### src/rtl/multicycle_ctrl_fsm_pkg.sv
// Shared types and constants for the multi-cycle RV32I control unit:
// state encoding, opcodes, datapath select encodings and the per-state
// Moore output table.
package ctrl_pkg;

   localparam logic [6:0] OP_LOAD   = 7'b0000011;
   localparam logic [6:0] OP_STORE  = 7'b0100011;
   localparam logic [6:0] OP_RTYPE  = 7'b0110011;
   localparam logic [6:0] OP_ITYPE  = 7'b0010011;
   localparam logic [6:0] OP_BRANCH = 7'b1100011;
   localparam logic [6:0] OP_JAL    = 7'b1101111;
   localparam logic [6:0] OP_JALR   = 7'b1100111;
   localparam logic [6:0] OP_LUI    = 7'b0110111;
   localparam logic [6:0] OP_AUIPC  = 7'b0010111;

   typedef enum logic [3:0] {
      S_FETCH, S_DECODE, S_MEM_ADR, S_MEM_READ, S_MEM_WB, S_MEM_WRITE,
      S_EXEC_R, S_EXEC_I, S_ALU_WB, S_BRANCH, S_JAL, S_JALR_ADR,
      S_LUI, S_AUIPC, S_TRAP
   } state_t;

   typedef enum logic [2:0] {
      IMM_I = 3'b000, IMM_S = 3'b001, IMM_B = 3'b010, IMM_J = 3'b011, IMM_U = 3'b100
   } imm_src_t;

   typedef enum logic [1:0] {
      RES_ALUOUT = 2'b00, RES_DATA = 2'b01, RES_ALURESULT = 2'b10
   } result_src_t;

   typedef enum logic [1:0] {
      SRCA_PC = 2'b00, SRCA_OLDPC = 2'b01, SRCA_RS1 = 2'b10, SRCA_ZERO = 2'b11
   } alu_src_a_t;

   typedef enum logic [1:0] {
      SRCB_RS2 = 2'b00, SRCB_IMM = 2'b01, SRCB_FOUR = 2'b10
   } alu_src_b_t;

   typedef enum logic [1:0] {
      ALU_ADD = 2'b00, ALU_SUB = 2'b01, ALU_FUNCT = 2'b10
   } alu_op_t;

   // Registered Moore outputs. fetch/branch are qualifiers that are
   // combined with mem_ready/zero outside the register.
   typedef struct packed {
      logic        fetch;
      logic        pc_update;
      logic        branch;
      logic        adr_src;
      logic        mem_write;
      logic        reg_write;
      result_src_t result_src;
      alu_src_a_t  alu_src_a;
      alu_src_b_t  alu_src_b;
      alu_op_t     alu_op;
   } ctrl_t;

   function automatic ctrl_t state_outputs(state_t s);
      ctrl_t c;
      c.fetch      = 1'b0;
      c.pc_update  = 1'b0;
      c.branch     = 1'b0;
      c.adr_src    = 1'b0;
      c.mem_write  = 1'b0;
      c.reg_write  = 1'b0;
      c.result_src = RES_ALUOUT;
      c.alu_src_a  = SRCA_PC;
      c.alu_src_b  = SRCB_RS2;
      c.alu_op     = ALU_ADD;
      case (s)
         S_FETCH: begin
            c.fetch      = 1'b1;
            c.result_src = RES_ALURESULT;
            c.alu_src_b  = SRCB_FOUR;
         end
         S_DECODE: begin
            c.alu_src_a = SRCA_OLDPC;
            c.alu_src_b = SRCB_IMM;
         end
         S_MEM_ADR, S_JALR_ADR: begin
            c.alu_src_a = SRCA_RS1;
            c.alu_src_b = SRCB_IMM;
         end
         S_MEM_READ:  c.adr_src = 1'b1;
         S_MEM_WRITE: begin
            c.adr_src   = 1'b1;
            c.mem_write = 1'b1;
         end
         S_MEM_WB: begin
            c.result_src = RES_DATA;
            c.reg_write  = 1'b1;
         end
         S_EXEC_R: begin
            c.alu_src_a = SRCA_RS1;
            c.alu_op    = ALU_FUNCT;
         end
         S_EXEC_I: begin
            c.alu_src_a = SRCA_RS1;
            c.alu_src_b = SRCB_IMM;
            c.alu_op    = ALU_FUNCT;
         end
         S_ALU_WB: c.reg_write = 1'b1;
         S_BRANCH: begin
            c.alu_src_a = SRCA_RS1;
            c.alu_op    = ALU_SUB;
            c.branch    = 1'b1;
         end
         S_JAL: begin
            c.alu_src_a = SRCA_OLDPC;
            c.alu_src_b = SRCB_FOUR;
            c.pc_update = 1'b1;
         end
         S_LUI: begin
            c.alu_src_a = SRCA_ZERO;
            c.alu_src_b = SRCB_IMM;
         end
         S_AUIPC: begin
            c.alu_src_a = SRCA_OLDPC;
            c.alu_src_b = SRCB_IMM;
         end
         default: ;
      endcase
      return c;
   endfunction

endpackage

### src/rtl/multicycle_ctrl_fsm_if.sv
// Control bundle between the control FSM (master) and the datapath (slave).
interface multicycle_ctrl_fsm_if;
   logic [6:0] opcode;
   logic       zero;
   logic       mem_ready;
   logic       pc_write;
   logic       adr_src;
   logic       mem_write;
   logic       ir_write;
   logic       reg_write;
   logic [1:0] result_src;
   logic [1:0] alu_src_a;
   logic [1:0] alu_src_b;
   logic [1:0] alu_op;
   logic [2:0] imm_src;
   logic       illegal;

   modport master (
      input  opcode, zero, mem_ready,
      output pc_write, adr_src, mem_write, ir_write, reg_write,
             result_src, alu_src_a, alu_src_b, alu_op, imm_src, illegal
   );

   modport slave (
      output opcode, zero, mem_ready,
      input  pc_write, adr_src, mem_write, ir_write, reg_write,
             result_src, alu_src_a, alu_src_b, alu_op, imm_src, illegal
   );
endinterface

### src/rtl/multicycle_ctrl_fsm_imm_src_decoder.sv
// Combinational opcode -> immediate format select. Unknown opcodes map
// to the I format so the output is always defined.
module imm_src_decoder
   import ctrl_pkg::*;
(
   input  logic [6:0] opcode,
   output logic [2:0] imm_src
);
   imm_src_t imm_sel;

   // Pick the immediate layout from the major opcode.
   always_comb begin
      imm_sel = IMM_I;
      case (opcode)
         OP_STORE:        imm_sel = IMM_S;
         OP_BRANCH:       imm_sel = IMM_B;
         OP_JAL:          imm_sel = IMM_J;
         OP_LUI, OP_AUIPC: imm_sel = IMM_U;
         default:         imm_sel = IMM_I;
      endcase
   end

   assign imm_src = imm_sel;
endmodule

### src/rtl/multicycle_ctrl_fsm.sv
// Multi-cycle RV32I main control: Moore FSM sequencing fetch, decode,
// execute, memory and writeback. Select outputs are registered from the
// next state; strobes that depend on mem_ready or zero in the current
// cycle are qualified combinationally and forced low while in reset.
module multicycle_ctrl_fsm
   import ctrl_pkg::*;
#(
   parameter bit SUPPORT_U     = 1'b1,
   parameter bit SUPPORT_JALR  = 1'b1,
   parameter bit MEM_HANDSHAKE = 1'b1
)(
   input  logic                  clk,
   input  logic                  rst_n,
   multicycle_ctrl_fsm_if.master bus
);
   state_t     state_reg;
   state_t     state_next;
   ctrl_t      ctrl_reg;
   logic       illegal_reg;
   logic       mem_ready_eff;
   logic [2:0] imm_src_w;

   assign mem_ready_eff = MEM_HANDSHAKE ? bus.mem_ready : 1'b1;

   imm_src_decoder u_imm_src_decoder (
      .opcode  (bus.opcode),
      .imm_src (imm_src_w)
   );

   // Next-state selection; disabled features and unknown opcodes trap.
   always_comb begin
      state_next = state_reg;
      case (state_reg)
         S_FETCH:     if (mem_ready_eff) state_next = S_DECODE;
         S_DECODE: begin
            case (bus.opcode)
               OP_LOAD, OP_STORE: state_next = S_MEM_ADR;
               OP_RTYPE:          state_next = S_EXEC_R;
               OP_ITYPE:          state_next = S_EXEC_I;
               OP_BRANCH:         state_next = S_BRANCH;
               OP_JAL:            state_next = S_JAL;
               OP_JALR: begin
                  if (SUPPORT_JALR) state_next = S_JALR_ADR;
                  else              state_next = S_TRAP;
               end
               OP_LUI: begin
                  if (SUPPORT_U) state_next = S_LUI;
                  else           state_next = S_TRAP;
               end
               OP_AUIPC: begin
                  if (SUPPORT_U) state_next = S_AUIPC;
                  else           state_next = S_TRAP;
               end
               default:           state_next = S_TRAP;
            endcase
         end
         S_MEM_ADR: begin
            if (bus.opcode[5]) state_next = S_MEM_WRITE;
            else               state_next = S_MEM_READ;
         end
         S_MEM_READ:  if (mem_ready_eff) state_next = S_MEM_WB;
         S_MEM_WRITE: if (mem_ready_eff) state_next = S_FETCH;
         S_MEM_WB:    state_next = S_FETCH;
         S_EXEC_R, S_EXEC_I, S_LUI, S_AUIPC, S_JAL: state_next = S_ALU_WB;
         S_JALR_ADR:  state_next = S_JAL;
         S_ALU_WB:    state_next = S_FETCH;
         S_BRANCH:    state_next = S_FETCH;
         S_TRAP:      state_next = S_TRAP;
         default:     state_next = S_FETCH;
      endcase
   end

   // State, registered outputs and the sticky illegal flag.
   always_ff @(posedge clk or negedge rst_n) begin
      if (!rst_n) begin
         state_reg   <= S_FETCH;
         ctrl_reg    <= state_outputs(S_FETCH);
         illegal_reg <= 1'b0;
      end else begin
         state_reg <= state_next;
         ctrl_reg  <= state_outputs(state_next);
         if (state_next == S_TRAP) illegal_reg <= 1'b1;
      end
   end

   assign bus.ir_write   = rst_n & ctrl_reg.fetch & mem_ready_eff;
   assign bus.pc_write   = rst_n & ((ctrl_reg.fetch & mem_ready_eff) |
                                    ctrl_reg.pc_update |
                                    (ctrl_reg.branch & bus.zero));
   assign bus.mem_write  = rst_n & ctrl_reg.mem_write;
   assign bus.reg_write  = rst_n & ctrl_reg.reg_write;
   assign bus.adr_src    = ctrl_reg.adr_src;
   assign bus.result_src = ctrl_reg.result_src;
   assign bus.alu_src_a  = ctrl_reg.alu_src_a;
   assign bus.alu_src_b  = ctrl_reg.alu_src_b;
   assign bus.alu_op     = ctrl_reg.alu_op;
   assign bus.imm_src    = imm_src_w;
   assign bus.illegal    = illegal_reg;
endmodule
### src/flat_wrapper.sv
// flat-port wrapper written by rule: the top's interface ports become plain ports
module multicycle_ctrl_fsm_flat import ctrl_pkg::*;
#(
   parameter bit SUPPORT_U     = 1'b1,
   parameter bit SUPPORT_JALR  = 1'b1,
   parameter bit MEM_HANDSHAKE = 1'b1
)
  (clk, rst_n, bus_opcode, bus_zero, bus_mem_ready, bus_pc_write, bus_adr_src, bus_mem_write, bus_ir_write, bus_reg_write, bus_result_src, bus_alu_src_a, bus_alu_src_b, bus_alu_op, bus_imm_src, bus_illegal);
  multicycle_ctrl_fsm_if bus_i ();
  input  logic clk;
  input  logic rst_n;
  input wire logic [$bits(bus_i.opcode)-1:0] bus_opcode;
  input wire logic [$bits(bus_i.zero)-1:0] bus_zero;
  input wire logic [$bits(bus_i.mem_ready)-1:0] bus_mem_ready;
  output wire logic [$bits(bus_i.pc_write)-1:0] bus_pc_write;
  output wire logic [$bits(bus_i.adr_src)-1:0] bus_adr_src;
  output wire logic [$bits(bus_i.mem_write)-1:0] bus_mem_write;
  output wire logic [$bits(bus_i.ir_write)-1:0] bus_ir_write;
  output wire logic [$bits(bus_i.reg_write)-1:0] bus_reg_write;
  output wire logic [$bits(bus_i.result_src)-1:0] bus_result_src;
  output wire logic [$bits(bus_i.alu_src_a)-1:0] bus_alu_src_a;
  output wire logic [$bits(bus_i.alu_src_b)-1:0] bus_alu_src_b;
  output wire logic [$bits(bus_i.alu_op)-1:0] bus_alu_op;
  output wire logic [$bits(bus_i.imm_src)-1:0] bus_imm_src;
  output wire logic [$bits(bus_i.illegal)-1:0] bus_illegal;
  assign bus_i.opcode = bus_opcode;
  assign bus_i.zero = bus_zero;
  assign bus_i.mem_ready = bus_mem_ready;
  assign bus_pc_write = bus_i.pc_write;
  assign bus_adr_src = bus_i.adr_src;
  assign bus_mem_write = bus_i.mem_write;
  assign bus_ir_write = bus_i.ir_write;
  assign bus_reg_write = bus_i.reg_write;
  assign bus_result_src = bus_i.result_src;
  assign bus_alu_src_a = bus_i.alu_src_a;
  assign bus_alu_src_b = bus_i.alu_src_b;
  assign bus_alu_op = bus_i.alu_op;
  assign bus_imm_src = bus_i.imm_src;
  assign bus_illegal = bus_i.illegal;
  multicycle_ctrl_fsm #(.SUPPORT_U(SUPPORT_U), .SUPPORT_JALR(SUPPORT_JALR), .MEM_HANDSHAKE(MEM_HANDSHAKE)) u_core (.clk(clk), .rst_n(rst_n), .bus(bus_i));
endmodule
### config.mk
export PLATFORM = sky130hd
export DESIGN_NAME = multicycle_ctrl_fsm_flat
export DESIGN_NICKNAME = d
export VERILOG_FILES = /design/src/rtl/multicycle_ctrl_fsm_pkg.sv /design/src/rtl/multicycle_ctrl_fsm_if.sv /design/src/rtl/multicycle_ctrl_fsm_imm_src_decoder.sv /design/src/rtl/multicycle_ctrl_fsm.sv /design/src/flat_wrapper.sv
export SDC_FILE = /design/constraint.sdc
export NUM_CORES = 1
export LEC_CHECK = 0
export CORE_AREA = 2 2 46 80
export CTS_BUF_LIST = sky130_fd_sc_hd__clkbuf_8
export CTS_CLUSTER_DIAMETER = 120
export DETAILED_ROUTE_END_ITERATION = 7
export DIE_AREA = 0 0 48 82
export GPL_TIMING_DRIVEN = 0
export PLACE_DENSITY = 0.68
export SLEW_MARGIN = 20
export SYNTH_ARGS = -nofsm -noshare
export SYNTH_HDL_FRONTEND = slang
export SYNTH_SLANG_ARGS = --single-unit
### constraint.sdc
create_clock -name clk -period 4.95 [get_ports clk]
set_input_delay 0.99 -clock clk [delete_from_list [all_inputs] [get_ports clk]]
set_output_delay 0.99 -clock clk [all_outputs]
set_load 0.01 [all_outputs]
==> metrics.txt <==
Mapped Nets=132; placed cell area=1440 sq um; drt pass-1 iters=4; Avg Inst Size Synth=9.203 sq um; clock sinks=18; WS Path Type=in -> out; area grow syn2layout=33.37%; leakage=0.6135 nW; worst slew pin tran=846.0 ps; Simple-Gate Fraction of Synth Area=0.3180; period utilisation layout=0.7881; Crit-path slowest cell=clkdlybuf4s50_1; synth warn=0; starting DRC count in detailed routing=25; first-pass GRT wire length=4160 um; via count=984; Worst-path clk slew=70 ps; Power Density=approximately 510 nW/um^2; total CTS buffers=3; Synth Flop Type=dfrtp_1; nets=164; Clock Power Share=0.133; Slew headroom=0.4342; synthesized-area fraction occupied by adder cells=0; top cell family by delay on the critical path=buffers and inverters; CTS max path bufs=2; max_cap viols=0; combinational share of power=0.574; sequential cell area=452.9 sq um; H-Tree Depth=1; share of layout cells above drive strength 1=0.1250; Mapped Area=between 1000 and 1500 sq um; slowest stage delay, CP=600 ps; Synth cell types=47; die height=82 um; VDD IR max=0.0003433 V; cts repair resizes=0; Final min period=around 3900 ps; final hold vios=0; grt total ovfl=0; Post-Synth XOR/XNOR Area=0.007865; Placed Instances=193; IO Count=28; core area=3328 sq um; largest net degree at the start of global routing=23; post-detail-place hpwl=2062 um; CTS Root Cell=clkbuf_8; flops & latches, synth=18; Async SR Flop Fraction=1.000; sequential share of power=0.293; RSZ-0062 raised after global routing=no; vias in the first global route=983; Site Rows=28; Post-synth EDFFs=0; WP data required=3960 ps; Multi-input gate area=550.5 sq um; worst path bufs/invs=2; post-synthesis mux area share=0.008989; run status=complete, no violations; Final Setup Violations=0; worst-path cell chain=clkdlybuf4s50_1 -> or3_1 -> a2111oi_0 -> clkdlybuf4s50_1; final instance area=between 1000 and 1500 sq um; final hold slack=478.3 ps; average wire per standard cell=between 10 and 15 um; CP most frequent cell=clkdlybuf4s50_1; Largest register FFs=5; CP arrival=2910 ps; post-CTS setup buffers=0; Critical Path Start Type=input port; total die area=3936 sq um; TNS Setup=0 ps; number of vias per cell=about 5; f_max=0.2563 GHz; hold_buf cts=0; initial antenna violation count=0; Net Sw Frac=0.3766; internal power=475.0 uW; GPL Wtd Cong=0.7732; crit path max fanout=8; Syn Inst Count=121; Starting Density=0.3346; final std cells w/o fill=slightly below 200; Clock Latency Late Sink=about 250 ps; Slew Viols, Final=0; Detailed Route WL=2627 um; NetSw=287.0 uW; Die Width=48 um; crit end category=output pin; Synth Area in Compound Gates=0.1596; Port Buffers=27; Fillers=328; sequential cell area fraction in the yosys report=0.4067; total global-route track usage=0.1512; Routed Antenna Nets=0; Inserted Diodes=0; DRC violations left=0; clock skew=between 0.9 and 1 ps; largest family of logic cells by synthesized area=simple AND/OR/NAND/NOR gates; type of the worst min-delay path=reg -> reg; TritonCTS clock tree=done
==> per-stage QoR <==
stage | worst slack (ps) | util | total power [mW]
floorplan | 1915 | - | 0.5229
global placement | 1079 | 0.4327 | 0.6526
detailed placement | 1025 | 0.4327 | 0.6667
CTS | 1020 | 0.4462 | 0.7726
global route | 945.3 | 0.4462 | 0.8196
finish | 1049 | 0.4462 | 0.7620
==> layout by cell type, fill, tap and decap left out, types with 5 or more instances in the layout <==
cell type	n
a21oi_1	5
and2_1	6
buf_4	8
clkdlybuf4s50_1	27
dfrtp_1	16
inv_1	6
nand2_1	10
nand2b_1	5
nor2_1	7
nor3_1	6
==> power groups by stage <==
| stage | Sequential [mW] | Combinational, mW | Clock [mW] |
|---|---|---|---|
| 2_1_floorplan | 0.224 | 0.299 | 0 |
| 3_3_place_gp | 0.224 | 0.428 | 0 |
| 3_5_place_dp | 0.226 | 0.440 | 0 |
| 4_1_cts | 0.224 | 0.444 | 0.105 |
| 5_1_grt | 0.229 | 0.480 | 0.111 |
| 6_report | 0.223 | 0.437 | 0.102 |
==> metal layers <==
metal / wire length, um / global-route usage / vias to the layer above
li1: - / - / 489
met1: 942 / 0.1389 / 469
met2: 1547 / 0.2880 / 22
met3: 88 / 0.02198 / 4
met4: 50 / 0.08108 / 0
met5: 0 / 0 / -
==> synthesized netlist by cell type, types with 4 or more instances <==
cell	n	area (sq um)
a21oi_1	5	25.02
nor2_1	7	26.28
dfrtp_1	16	400.4
clkbuf_1	4	15.01
nand2b_1	5	31.28
nand2_1	10	37.54
buf_4	8	60.06
nor3_1	6	30.03
inv_1	5	18.77
and2_1	6	37.54
==> path summary, 6_finish.rpt <==
kind | depth (start not counted) | slack (ps) | endpoint | startpoint
setup / recovery | 4 | 1050 | bus_imm_src[0] | bus_opcode[3]
hold / removal | 1 | 480 | u_core.bus.illegal$_DFFE_PN0N_ | u_core.bus.illegal$_DFFE_PN0N_
setup reg to reg | 7 | 2560 | u_core.bus.alu_src_b[0]$_DFF_PN0_ | u_core.state_reg[1]$_DFF_PN0_
hold reg to reg | 1 | 480 | u_core.bus.illegal$_DFFE_PN0N_ | u_core.bus.illegal$_DFFE_PN0N_
max in group asynchronous | 1 | 3210 | u_core.state_reg[2]$_DFF_PN0_ | rst_n
min in group asynchronous | 1 | 1220 | u_core.ctrl_reg[12]$_DFF_PN0_ | rst_n
==> kinds of logic (layout without fill, tap and decap cells) <==
| group | after synthesis | count (layout) |
|---|---|---|
| buffers and inverters | 19 | 50 |
| AO/OA/AOI/OAI | 23 | 23 |
| flip-flops | 18 | 18 |
| multiplexers | 1 | 1 |
| XOR/XNOR | 1 | 1 |
| AND/OR/NAND/NOR | 59 | 59 |
==> area by class of cell <==
| type | instances | area share |
|---|---|---|
| Clock buffer | 3 | 0.02780 |
| Tap cell | 45 | 0.03791 |
| Clock inverter | 1 | 0.002527 |
| Timing Repair Buffer | 27 | 0.1820 |
| Buffer | 14 | 0.06150 |
| Sequential cell | 18 | 0.3050 |
| Multi-Input combinational cell | 84 | 0.3707 |
| Inverter | 5 | 0.01264 |
(Power assumes the default switching activity.)
